--- src/rtl/burst_sequencer.sv ---
// burst_sequencer: emits cfg_bursts bursts of cfg_pulses cycles of gate_en,
// separated by cfg_gap low cycles, then a one-cycle done pulse.
// gate_en is a flop output that feeds a downstream clock-gate enable.
// Configuration is captured at start, so cfg_* changes during a run have no effect.
// Every output is registered: each one is the flopped copy of a value decoded
// from the next state, so no input reaches an output without passing a flop.
module burst_sequencer #(
    parameter int PW = 8,
    parameter int BW = 8,
    parameter int GW = 16
) (
    input  logic          clk,
    input  logic          reset_n,
    input  logic          start,
    input  logic          abort,
    input  logic [PW-1:0] cfg_pulses,
    input  logic [BW-1:0] cfg_bursts,
    input  logic [GW-1:0] cfg_gap,
    output logic          busy,
    output logic          gate_en,
    output logic [BW-1:0] burst_cnt,
    output logic          done,
    output logic          err,
    output logic [1:0]    dbg_state
);

    typedef enum logic [1:0] {
        S_IDLE  = 2'd0,
        S_BURST = 2'd1,
        S_GAP   = 2'd2,
        S_DONE  = 2'd3
    } state_e;

    state_e        state_q, state_d;
    logic [PW-1:0] pulses_q, pulses_d;
    logic [BW-1:0] bursts_q, bursts_d;
    logic [GW-1:0] gap_q, gap_d;
    logic [PW-1:0] pcnt_q, pcnt_d;
    logic [GW-1:0] gcnt_q, gcnt_d;
    logic [BW-1:0] bleft_q, bleft_d;
    logic [BW-1:0] burst_cnt_q, burst_cnt_d;
    logic          busy_q, busy_d;
    logic          gate_en_q, gate_en_d;
    logic          done_q, done_d;
    logic          err_q, err_d;

    logic          cfg_legal;

    assign cfg_legal = (cfg_pulses != '0) && (cfg_bursts != '0);

    // Next-state and counter logic; abort has priority over every transition.
    always_comb begin
        state_d     = state_q;
        pulses_d    = pulses_q;
        bursts_d    = bursts_q;
        gap_d       = gap_q;
        pcnt_d      = pcnt_q;
        gcnt_d      = gcnt_q;
        bleft_d     = bleft_q;
        burst_cnt_d = burst_cnt_q;
        err_d       = 1'b0;

        if (abort) begin
            state_d = S_IDLE;
        end else begin
            case (state_q)
                S_IDLE: begin
                    if (start) begin
                        if (cfg_legal) begin
                            pulses_d    = cfg_pulses;
                            bursts_d    = cfg_bursts;
                            gap_d       = cfg_gap;
                            pcnt_d      = cfg_pulses - PW'(1);
                            bleft_d     = cfg_bursts;
                            burst_cnt_d = '0;
                            state_d     = S_BURST;
                        end else begin
                            err_d = 1'b1;
                        end
                    end
                end
                S_BURST: begin
                    if (pcnt_q != '0) begin
                        pcnt_d = pcnt_q - PW'(1);
                    end else begin
                        // Last enable cycle of this burst.
                        if (burst_cnt_q != '1) begin
                            burst_cnt_d = burst_cnt_q + BW'(1);
                        end
                        bleft_d = bleft_q - BW'(1);
                        if (bleft_q == BW'(1)) begin
                            state_d = S_DONE;
                        end else if (gap_q == '0) begin
                            // Back-to-back: stay in BURST so gate_en never drops.
                            pcnt_d = pulses_q - PW'(1);
                        end else begin
                            gcnt_d  = gap_q - GW'(1);
                            state_d = S_GAP;
                        end
                    end
                end
                S_GAP: begin
                    if (gcnt_q != '0) begin
                        gcnt_d = gcnt_q - GW'(1);
                    end else begin
                        pcnt_d  = pulses_q - PW'(1);
                        state_d = S_BURST;
                    end
                end
                S_DONE: begin
                    // A start seen here is deliberately dropped.
                    state_d = S_IDLE;
                end
                default: begin
                    state_d = S_IDLE;
                end
            endcase
        end

        // Outputs decoded from the next state so they flop alongside it.
        gate_en_d = (state_d == S_BURST);
        busy_d    = (state_d == S_BURST) || (state_d == S_GAP);
        done_d    = (state_d == S_DONE);
    end

    // All state and registered outputs, cleared asynchronously.
    always_ff @(posedge clk or negedge reset_n) begin
        if (!reset_n) begin
            state_q     <= S_IDLE;
            pulses_q    <= '0;
            bursts_q    <= '0;
            gap_q       <= '0;
            pcnt_q      <= '0;
            gcnt_q      <= '0;
            bleft_q     <= '0;
            burst_cnt_q <= '0;
            busy_q      <= 1'b0;
            gate_en_q   <= 1'b0;
            done_q      <= 1'b0;
            err_q       <= 1'b0;
        end else begin
            state_q     <= state_d;
            pulses_q    <= pulses_d;
            bursts_q    <= bursts_d;
            gap_q       <= gap_d;
            pcnt_q      <= pcnt_d;
            gcnt_q      <= gcnt_d;
            bleft_q     <= bleft_d;
            burst_cnt_q <= burst_cnt_d;
            busy_q      <= busy_d;
            gate_en_q   <= gate_en_d;
            done_q      <= done_d;
            err_q       <= err_d;
        end
    end

    assign busy      = busy_q;
    assign gate_en   = gate_en_q;
    assign burst_cnt = burst_cnt_q;
    assign done      = done_q;
    assign err       = err_q;
    assign dbg_state = state_q;

endmodule

--- config.mk ---
export PLATFORM = sky130hd
export DESIGN_NAME = burst_sequencer
export DESIGN_NICKNAME = d
export VERILOG_FILES = /design/src/rtl/burst_sequencer.sv
export SDC_FILE = /design/constraint.sdc
export NUM_CORES = 1
export LEC_CHECK = 0
export CAP_MARGIN = 20
export CORE_UTILIZATION = 52
export CTS_BUF_LIST = sky130_fd_sc_hd__clkbuf_4 sky130_fd_sc_hd__clkbuf_8 sky130_fd_sc_hd__clkbuf_16
export DETAILED_ROUTE_END_ITERATION = 6
export PLACE_DENSITY = 0.75
export SYNTH_ARGS = -nofsm -noshare
export SYNTH_HDL_FRONTEND = slang
export SYNTH_SLANG_ARGS = --single-unit
export TNS_END_PERCENT = 5
--- constraint.sdc ---
create_clock -name clk -period 10.5 [get_ports clk]
set_input_delay 1.05 -clock clk [delete_from_list [all_inputs] [get_ports clk]]
set_output_delay 1.05 -clock clk [all_outputs]
set_load 0.02 [all_outputs]
==> run metrics <==
Total Power=1.086 mW; Num CTS Buffers=9; die width=95.33 um; Core Area=8341 sq um; Crit. Startpoint=cfg_pulses[0]; commonest non-fill, non-tap cells in the layout=70 x dfrtp_1, 48 x clkdlybuf4s50_1, 47 x nand2_1, 42 x o21ai_0, 27 x nor2_1; via count=4004; crit end category=register; Total GRT Usage=0.2609; status=finished, final reports clean; Syn Nets=~540; EDFF count, synth=0; worst skew pair latency=approximately 0.35 ns; GRT overflow=0; Area growth syn-to-layout=17.71%; ys flop type=dfrtp_1; vias per inst=6.169; Slew Viols, Final=0; antenna cells=0; placed insts=634; endpoints failing setup=0; critical path class=in2reg; drt pass-1 iters=5; leading cell type in the layout, fill and taps excluded=dfrtp_1; Post-CTS Resized=0; critical path peak fanout=19; Post-Syn Area=4529 sq um; H-tree level count=3; placed cell areas=5105 sq um; Antenna Nets Post-Route=0; largest net degree at the start of global routing=71; io pins=50; full die area=9088 sq um; Required @ worst endpoint=approximately 11 ns; final setup TNS=0 ns; Tcrit/Tclk final=0.3077; CTS tree=done; number of clock sinks=70; Yosys reg bits=70; Hold Startpoint=gcnt_q[1]$_DFFE_PN0P_; Worst EP arrival=3.48 ns; first-pass GRT wire length=18170 um; Net count, final=590; design area=~5300 sq um; Port Buffers=49; synth unique cells=66; setup repair bufs after CTS=0; Final Skew=0.01901 ns; share of cells above drive strength 1=0.1029; Clock Root Buffer=clkbuf_8; non-filler cells, final=about 650; worst vdd ir=102.7 uV; Slew HR=0.4048; PwrDens=203.8 nW/um^2; register area share after synthesis=0.3867; vias in the first global route=3759; CP startpoint kind=primary input; maxcap violations=0; worst-margin pin slew=0.8928 ns; Initial Utilization=0.5431; FF-to-FF Start=dbg_state[0]$_DFF_PN0_; num rows=33; DRT Wirelength=10790 um; Die H=95.33 um; Clock transition at path regs=0.08 ns; Async S/R FF share, synth=1.000; YS warnings=0; leakage power=2.160 nW; final-report hold violation count=0; cells after synthesis=between 400 and 500; Achievable Freq=~310 MHz; GP Congestion=approximately 0.84; antenna violations before repair=0; Post-CTS Hold Buffers=0; Syn Area/Cell=about 9 sq um; DPL Wire Length=7900 um; DRT iter0 DRCs=just over 400; unrepaired setup endpoints after global routing=no; CTS max path bufs=2; minimum clock period after layout=3.231 ns; HP Class=reg2reg; DRC viols=0; WL/cell=16.62 um
-- synth_stat cells, drive strengths merged, types with 3 or more instances --
cell | count | area, sq um
ha | 14 | 175.2
a22o | 3 | 26.28
a221oi | 6 | 52.55
nand2b | 4 | 25.02
a21oi | 17 | 85.08
mux2i | 7 | 70.07
o21ai | 43 | 215.2
and3 | 10 | 62.56
xnor2 | 16 | 140.1
o21a | 4 | 30.03
clkbuf | 11 | 41.29
nor2b | 6 | 37.54
nand3 | 19 | 95.09
a211o | 3 | 26.28
nand2 | 47 | 176.4
nor3b | 6 | 45.04
mux2 | 23 | 259.0
or4 | 13 | 105.1
dfrtp | 70 | 1752
o211ai | 4 | 30.03
buf | 9 | 51.30
nand3b | 4 | 30.03
nor3 | 19 | 95.09
nor2 | 27 | 101.4
xor2 | 11 | 96.34
o221ai | 11 | 96.34
inv | 24 | 90.09
and2 | 5 | 31.28
a22oi | 5 | 37.54
a21o | 3 | 30.02
nor4 | 11 | 90.08
o22ai | 3 | 18.77
or3 | 6 | 37.54
-- path summary, 6_finish.rpt --
check / end / cells after the start / slack (ns)
setup / recovery: bleft_q[6]$_DFFE_PN0P_ / 10 / 7.27
hold / removal: gcnt_q[1]$_DFFE_PN0P_ / 2 / 0.52
setup reg to reg: gcnt_q[12]$_DFFE_PN0P_ / 10 / 7.55
hold reg to reg: gcnt_q[1]$_DFFE_PN0P_ / 2 / 0.52
max in group asynchronous: pulses_q[2]$_DFFE_PN0P_ / 2 / 9.01
min in group asynchronous: gcnt_q[3]$_DFFE_PN0P_ / 2 / 0.90
-- layout make-up --
cell class	count	area [sq um]
clock buffer	12	158.9
clock inverter	3	67.56
fill	730	3009
inverter	24	90.09
multi-input combinational	380	2601
sequential	70	1752
tap	105	131.4
timing repair buffer	55	530.5
-- critical path, stage by stage --
cell and delay (ns):
clkdlybuf4s50_1 0.45, inv_1 0.13, ha_1 0.15, or3b_2 0.46
o221ai_1 0.42, a221oi_2 0.15, buf_4 0.22, nand3_1 0.09
o21ai_0 0.08, a221oi_1 0.27
-- power by group --
group	leakage [nW]	internal, mW	switching (mW)	total, mW
clock network	0.112	0.148	0.102	0.250
logic	1.18	0.175	0.190	0.365
registers	0.872	0.353	0.118	0.471
total	2.16	0.676	0.411	1.09
-- stage by stage --
stage / hold slack, ns / util / worst slack, ns
after global placement: 0.4885 / 0.6121 / 7.055
after detailed placement: 0.5044 / 0.6121 / 6.932
after global routing: 0.5410 / 0.6392 / 7.107
final: 0.5183 / 0.6392 / 7.269
after floorplan: 0.4704 / - / 7.091
after CTS: 0.5195 / 0.6392 / 7.311
-- registers in the layout (all words and copies together), names as in the netlist, 2 cells and up --
register   flops
pulses_q       8
bleft_q        8
dbg_state      2
burst_cnt      8
gap_q         16
pcnt_q         8
gcnt_q        16
-- per-layer routing --
layer / vias up / wire length (um) / track usage
li1: 1924 / - / -
met1: 1931 / 5031 / 0.3601
met2: 131 / 4986 / 0.4048
met3: 18 / 600 / 0.06459
met4: 0 / 167 / 0.07576
met5: - / 0 / 0
-- kinds of logic after synthesis --
family          Yosys count  share of synthesized area
xor+xnor                 27                    0.05221
simple gates            186                     0.2218
flops                    70                     0.3867
mux                      30                    0.07265
compound gates          123                     0.1876
buf+inv                  44                    0.04033
fa+ha+maj                14                    0.03867
Note: power is estimated with default switching activity, not from simulation.
==> edit, RTL diff (same flow settings) <==
Set the parameter `BW` to 12 (it was 8).
--- a/src/rtl/burst_sequencer.sv
+++ b/src/rtl/burst_sequencer.sv
@@ -7,5 +7,5 @@
 module burst_sequencer #(
     parameter int PW = 8,
-    parameter int BW = 8,
+    parameter int BW = 12,
     parameter int GW = 16
 ) (
Ports: changed (resized burst_cnt and cfg_bursts); port bits go from 50 to 58. No check against the original RTL was run, so the function may have changed too.
==> edit against the original RTL <==
Setup slack lost 0.14 ns. Sequential power grew 0.8%. Power shrank 10%. Synthesized area grew 8.6%. Clock power shrank 7%. Critical path type unchanged. Wire length grew 12%. Cell area grew 8.4%. Sequential cell count grew 8. Worst hold slack lost 0.0044 ns.
==> edit: results (changes against the original RTL) <==
syn nets 598 (+9.9%); Max IR drop VDD 0.0987 mV (-3.9%); Commonest cells post-synth dfrtp_1 (78), nand2_1 (47), o21ai_0 (38); ant diodes 0 (unchanged); DR WL/cell 16.9 microns (+1.7%); Distinct cells, synth 61 (-7.6%); CP arrival 3.63 ns (+0.15 ns); antenna violations before repair 0 (unchanged); layout cells sized above 1 0.0882 (-0.0148); status completed; Synth area leaders dfrtp_1 (40%), mux2_2 (5.3%), o21ai_0 (3.9%); IO Port Bufs 57 (+16%); number of global-route vias before repair 4327 (+15%); Vias 4530 (+13%); Area after DPL 0.00558 sq mm (+9.2%); H-tree depth 3 (unchanged); # rows 35 (+6.1%); leakage power 0.00227 uW (+5.2%); CP max FO 14 (-5); Worst slew margin 0.335 (-0.0700); Worst Skew 0.00900 ns (-0.0100 ns); DP Wirelength 8580 microns (+8.6%); register area share after synthesis 0.397 (+0.0101); Net Sw Frac 0.362 (-0.0161); DRT iter0 DRCs 262 (-37%); clock-pin transition on the worst setup and hold timing paths 0.09 ns; largest net degree at the start of global routing 79 (+11%); GR Util All Layers 0.259 (-0.00149); fin nets 650 (+10%); Bufs on Longest Clock Path 2 (unchanged); flop-to-flop setup slack 7.22 ns (-0.33 ns); final RePlAce weighted congestion 0.875 (+4.3%); first-pass GRT wire length 20500 microns (+13%)
[edit: cell types whose count changed after synthesis, moves of 4 or more]
cell,change
nand4_1,+5
o21ai_0,-4
o221ai_1,-5
xor2_1,-5
a21oi_1,+11
a221oi_1,-6
nor2_1,+4
a311oi_1,+4
nand3_1,+6
nor3_1,+11
or3_1,+7
nand3b_1,-4
dfrtp_1,+8
[edit: path summary, 6_finish.rpt]
path | start | to | cells after the start
max | cfg_pulses[0] | pcnt_q[6] | 8
min | gcnt_q[15] | gcnt_q[15] | 2
max reg2reg | dbg_state[1] | burst_cnt[7] | 7
min reg2reg | gcnt_q[15] | gcnt_q[15] | 2
max in group asynchronous | reset_n | pcnt_q[0] | 1
min in group asynchronous | reset_n | bleft_q[7] | 1
[edit: cell type report]
| type | instances | area, sq um |
|---|---|---|
| fillers | 774 | 3410 |
| multi-input cells | 422 | 2810 |
| flip-flops and latches | 78 | 1950 |
| repair buffers | 60 | 591 |
| well taps | 111 | 139 |
| clock buffers | 10 | 138 |
| inverters | 25 | 93.8 |
| clock inverters | 6 | 61.3 |
[edit: through the flow]
step | std cells | util | power (uW) | hold WS, ns | worst slack (ns)
floorplan | 544 | - | 648 | 0.463 | 7.25
global placement | 695 | 0.606 | 727 | 0.484 | 6.88
detailed placement | 695 | 0.606 | 741 | 0.497 | 6.80
CTS | 711 | 0.628 | 972 | 0.517 | 7.17
global route | 712 | 0.629 | 1040 | 0.555 | 6.84
finish | 712 | 0.629 | 973 | 0.514 | 7.13
[edit: critical path: stages]
cell	delay, ns
clkdlybuf4s50_1	0.53
inv_1	0.09
ha_1	0.20
nand3_1	0.21
a41oi_2	0.28
nor3b_2	0.75
o21ai_0	0.23
a22o_1	0.29
[edit: logic make-up (layout without fill, tap and decap cells)]
| kind of cell | after synthesis | after routing | synth area share |
|---|---|---|---|
| AOI/OAI and AO/OA | 137 | 137 | 0.186 |
| xor gates and xnor gates | 25 | 25 | 0.0445 |
| adders and majority gates | 14 | 14 | 0.0356 |
| buffers and inverters | 44 | 101 | 0.0354 |
| DFF | 78 | 78 | 0.397 |
| muxes | 29 | 29 | 0.0649 |
| and+or+nand+nor | 217 | 217 | 0.237 |
[edit: power by group through the flow]
stage	Clock [uW]	Combinational (uW)	Sequential (uW)
final	233	265	475
after detailed placement	0	263	477
after global routing	249	299	488
after CTS	235	265	472
after floorplan	0	196	452
after global placement	0	254	473
[edit: metal layers]
metal,share of wire,GRT usage
met1,0.45,0.350
met5,0,0
met3,0.063,0.0506
met4,0.015,0.0995
met2,0.47,0.415
